`src/rtl/debounce_trigger_bank.sv`:
```
// Multi-channel synchronise/debounce bank with mode-selected edge pulses.
// Optional auto-repeat pulses while a debounced level stays high.
module debounce_trigger_bank #(
    parameter int CHANNELS      = 4,
    parameter int SYNC_STAGES   = 2,
    parameter int STABLE_COUNT  = 3,
    parameter int REPEAT_PERIOD = 0
) (
    input  logic                clock,
    input  logic                reset_n,
    input  logic [CHANNELS-1:0] in,
    input  logic [1:0]          mode,
    input  logic                repeat_en,
    output logic [CHANNELS-1:0] level,
    output logic [CHANNELS-1:0] pulse,
    output logic                any_pulse
);
    localparam int CW = (STABLE_COUNT > 1) ? $clog2(STABLE_COUNT) : 1;
    localparam logic [CW-1:0] CMAX = CW'(STABLE_COUNT - 1);

    logic [CHANNELS-1:0][SYNC_STAGES-1:0] sync_q, sync_d;
    logic [CHANNELS-1:0][CW-1:0]          cnt_q, cnt_d;
    logic [CHANNELS-1:0]                  level_q, level_d;
    logic [CHANNELS-1:0]                  pulse_q, pulse_d;
    logic [CHANNELS-1:0]                  rep_pulse;
    logic                                 want_rise, want_fall, mode_none;

    always_comb begin
        want_rise = 1'b0;
        want_fall = 1'b0;
        mode_none = 1'b0;
        unique case (mode)
            2'b00:   want_rise = 1'b1;
            2'b01:   want_fall = 1'b1;
            2'b10: begin
                want_rise = 1'b1;
                want_fall = 1'b1;
            end
            default: mode_none = 1'b1;
        endcase
    end

    always_comb begin
        sync_d  = sync_q;
        cnt_d   = '0;
        level_d = level_q;
        pulse_d = '0;
        for (int c = 0; c < CHANNELS; c++) begin
            sync_d[c] = {sync_q[c][SYNC_STAGES-2:0], in[c]};
            // Counter only survives while the synchronised input disagrees
            if (sync_q[c][SYNC_STAGES-1] != level_q[c]) begin
                if (cnt_q[c] == CMAX) begin
                    level_d[c] = sync_q[c][SYNC_STAGES-1];
                    pulse_d[c] = level_q[c] ? want_fall : want_rise;
                end else begin
                    cnt_d[c] = cnt_q[c] + 1'b1;
                end
            end
            pulse_d[c] = pulse_d[c] | (rep_pulse[c] & ~mode_none);
        end
    end

    always_ff @(posedge clock or negedge reset_n) begin
        if (!reset_n) begin
            sync_q  <= '0;
            cnt_q   <= '0;
            level_q <= '0;
            pulse_q <= '0;
        end else begin
            sync_q  <= sync_d;
            cnt_q   <= cnt_d;
            level_q <= level_d;
            pulse_q <= pulse_d;
        end
    end

    generate
        if (REPEAT_PERIOD > 0) begin : g_rep
            localparam int RW = (REPEAT_PERIOD > 1) ? $clog2(REPEAT_PERIOD) : 1;
            localparam logic [RW-1:0] RMAX = RW'(REPEAT_PERIOD - 1);

            logic [CHANNELS-1:0][RW-1:0] rcnt_q, rcnt_d;

            always_comb begin
                rcnt_d    = '0;
                rep_pulse = '0;
                for (int c = 0; c < CHANNELS; c++) begin
                    // level_q is still 0 on the rise edge, so that edge clears too
                    if (level_q[c] && repeat_en) begin
                        if (rcnt_q[c] == RMAX) begin
                            rep_pulse[c] = 1'b1;
                        end else begin
                            rcnt_d[c] = rcnt_q[c] + 1'b1;
                        end
                    end
                end
            end

            always_ff @(posedge clock or negedge reset_n) begin
                if (!reset_n) begin
                    rcnt_q <= '0;
                end else begin
                    rcnt_q <= rcnt_d;
                end
            end
        end else begin : g_norep
            assign rep_pulse = '0;
        end
    endgenerate

    assign level     = level_q;
    assign pulse     = pulse_q;
    assign any_pulse = |pulse_q;

endmodule

```
`config.mk`:
```
export PLATFORM = sky130hd
export DESIGN_NAME = debounce_trigger_bank
export DESIGN_NICKNAME = d
export VERILOG_FILES = /design/src/rtl/debounce_trigger_bank.sv
export SDC_FILE = /design/constraint.sdc
export NUM_CORES = 1
export LEC_CHECK = 0
export BUFFER_PORTS_ARGS = -buffer_cell sky130_fd_sc_hd__buf_2
export CORE_ASPECT_RATIO = 1.2
export CORE_MARGIN = 10
export CORE_UTILIZATION = 51
export DETAILED_ROUTE_END_ITERATION = 16
export PLACE_DENSITY = 0.81
export SKIP_LAST_GASP = 1
export SLEW_MARGIN = 20
export SYNTH_ARGS = -nofsm -noshare
export SYNTH_HDL_FRONTEND = slang
export SYNTH_SLANG_ARGS = --single-unit
export TNS_END_PERCENT = 5
```
`constraint.sdc`:
```
create_clock -name clock -period 1.28 [get_ports clock]
set_input_delay 0.256 -clock clock [delete_from_list [all_inputs] [get_ports clock]]
set_output_delay 0.256 -clock clock [all_outputs]
set_load 0.1 [all_outputs]
```
==> impl_metrics.json <==
{
  "status": "finished, violations left",
  "violations": "setup timing",
  "p_leak_nw": 0.5723,
  "ys_top_cells_by_area": "dfrtp_1 (67%), a211oi_1 (6.7%), nand2b_1 (5.6%)",
  "gp_congestion": 0.7020,
  "yosysMostFrequentCell": "dfrtp_1",
  "irDropWorstVdd_v": 0.001678,
  "detail-route-antenna-nets": 0,
  "criticalPathCategory": "reg -> out",
  "numCtsBuffers": 3,
  "crit_required_ps": 1020,
  "period_share_pct": 134.4,
  "viasPerCell": 5.306,
  "synthTopCellsByCount": "dfrtp_1 (24), a211oi_1 (8), nand2b_1 (8)",
  "path_delay_family": "simple AND/OR/NAND/NOR gates",
  "grt_pass1_wl_mm": 2.815,
  "internal_power_mw": 1.650,
  "p_seq_share_pct": 38.6,
  "cts_sinks": 24,
  "routedWlPerCell_um": 14.25,
  "ys_ff_latch": 24,
  "cp_cell_sequence": "or4_4, buf_12",
  "ys.flop_type": "dfrtp_1",
  "grt_pass1_vias": 645,
  "worstPathArrival_ps": 1460,
  "antenna-diode-count": 0,
  "die_x_um": 58.15,
  "dp_worst_setup_slack_ps": -245.4,
  "synth-edff-count": 0,
  "rows": 16,
  "finalWirelength_mm": 1.582,
  "yosys.area.top_type": "dfrtp_1",
  "setup_viol": 4,
  "netlist_instances": 67,
  "grt_max_degree": 25,
  "ys_types": 12,
  "portBuffers": 16,
  "dieArea_um2": 3825,
  "comb_power_share_pct": 48.0,
  "core_um2": 1642,
  "netlist_area_um2": 890.9,
  "grt_usage_pct": 9.341,
  "min_path_type": "in -> reg",
  "tns_ps": -648.6,
  "cts.htree.levels": 1,
  "nets": 105,
  "cpPeakStageDelay_ps": 550,
  "drtIter0Drc": 14,
  "vias": 589,
  "fin_ws_ps": -440.9,
  "max_cap_viol_count": 0,
  "cpMaxStageDelayCell": "or4_4",
  "synth_top_cell_area_share_pct": 67.42,
  "rsz0062_at_grt": "yes",
  "finalHoldViolCount": 0,
  "drive_gt1_share_pct": 36.56,
  "fin_skew_ps": 2.791,
  "syn-num-nets": 78,
  "synth.avg_cell_area_um2": 13.30,
  "remaining_drc_errors": 0,
  "min_period_ps": 1721,
  "synth-async-reset-ratio_pct": 100.0,
  "cp-start-kind": "flop",
  "cts-root-buf": "clkbuf_4",
  "slew_violations": 0,
  "dr.pass1.iters": 4,
  "worst_pin_slew_ps": 500.5,
  "clock_latency_ps": 310,
  "area_delta_synth_final_pct": 37.36,
  "cts_buffer_depth": 2,
  "critPathMaxFanout": 2,
  "grt-ovfl-total": 0,
  "antenna_found_initial": 0,
  "swShare_pct": 42.86,
  "die_y_um": 65.78,
  "cts_tree": "yes",
  "io_pins": 18,
  "place_hpwl_mm": 1.228,
  "timing.fmax_ghz": 0.5811,
  "clock_power_share_pct": 13.4,
  "yosys_warnings": 0,
  "p_sw_mw": 1.238,
  "power.density_nw_per_um2": 2361,
  "relSlewSlack_pct": 66.63,
  "endpoint_kind": "output pin",
  "initial_core_util_pct": 54.27,
  "yosysSeqAreaShare_pct": 67.42,
  "worst-path-buf-inv": 1,
  "clk_pin_slew_ps": 120
}
==> flip-flops by register name, summed over array words and instances (netlist names) <==
name / count
cnt_q: 8
level: 4
pulse: 4
sync_d: 4
sync_q: 4
==> metrics by stage <==
| stage | total power [mW] | hold WS, ps | cell area [um2] | std cells | utilization, % |
|---|---|---|---|---|---|
| 5_1_grt | 3.029 | 21.96 | 1224 | 111 | 74.54 |
| 3_5_place_dp | 2.488 | 258.8 | 1155 | 105 | 70.35 |
| 3_3_place_gp | 2.437 | 249.9 | 1155 | 105 | 70.35 |
| 6_report | 2.889 | 37.88 | 1224 | 111 | 74.54 |
| 4_1_cts | 2.918 | 31.39 | 1224 | 111 | 74.54 |
| 2_1_floorplan | 1.986 | -39.59 | 902.1 | 67 | - |
==> final cells by class <==
type | count | area [um2]
inverter | 7 | 26.28
clock buffer | 4 | 36.28
timing repair buffer | 22 | 262.8
tap | 18 | 22.52
fill | 107 | 417.9
sequential | 24 | 608.1
multi-input combinational | 36 | 267.8
==> routing by layer <==
| metal | GRT usage [%] | part of all wire [%] |
|---|---|---|
| met3 | 3.654 | 6.1 |
| met1 | 9.382 | 39 |
| met5 | 0 | 0 |
| met4 | 5.294 | 2.8 |
| met2 | 15.99 | 52 |
==> power by group through the flow <==
stage | logic [mW] | registers (mW) | clock network, mW
global placement | 1.33 | 1.11 | 0
detailed placement | 1.36 | 1.13 | 0
CTS | 1.40 | 1.12 | 0.399
floorplan | 0.380 | 1.61 | 0
global route | 1.45 | 1.15 | 0.425
finish | 1.39 | 1.11 | 0.387
==> placed cells by master (no fill, tap or decap) <==
| master | n |
|---|---|
| nor2b_1 | 4 |
| clkbuf_4 | 3 |
| clkbuf_8 | 1 |
| inv_1 | 7 |
| buf_4 | 5 |
| a211oi_1 | 8 |
| and2_1 | 3 |
| or4_4 | 1 |
| dfrtp_4 | 1 |
| buf_12 | 9 |
| o22ai_1 | 4 |
| buf_2 | 7 |
| dfrtp_1 | 20 |
| nand2b_1 | 8 |
| nand2_1 | 1 |
| dlygate4sd3_1 | 1 |
| dfrtp_2 | 3 |
| mux2_2 | 4 |
| nor2_1 | 1 |
| ha_1 | 2 |
==> logic make-up after synthesis <==
family                     share of synthesized area [%]
buffers and inverters                              2.950
and+or+nand+nor                                    12.22
adders and majority gates                          2.809
AOI/OAI and AO/OA                                  9.550
muxes                                              5.056
DFF                                                67.42
==> what timing repair did <==
item / CTS / global route
buffers inserted: 1 / 0
hold buffers: 1 / 0
endpoints found under the setup margin: 5 / 6
hold endpoints to repair: 24 / 0
resized for setup: 4 / 0
pin swaps: 1 / 0
==> worst paths after layout <==
kind                                start   endpoint  slack (ps)  cells after the start
min in group asynchronous         reset_n   cnt_q[3]         430                      2
worst min register to register  sync_d[5]  sync_q[5]         360                      0
worst min-delay path                in[0]  sync_d[1]          40                      1
worst max-delay path             pulse[1]  any_pulse        -440                      2
max in group asynchronous         reset_n   pulse[2]         480                      2
worst max register to register   cnt_q[5]   level[2]         240                      2
No activity file was read; power rests on OpenSTA's default activity.
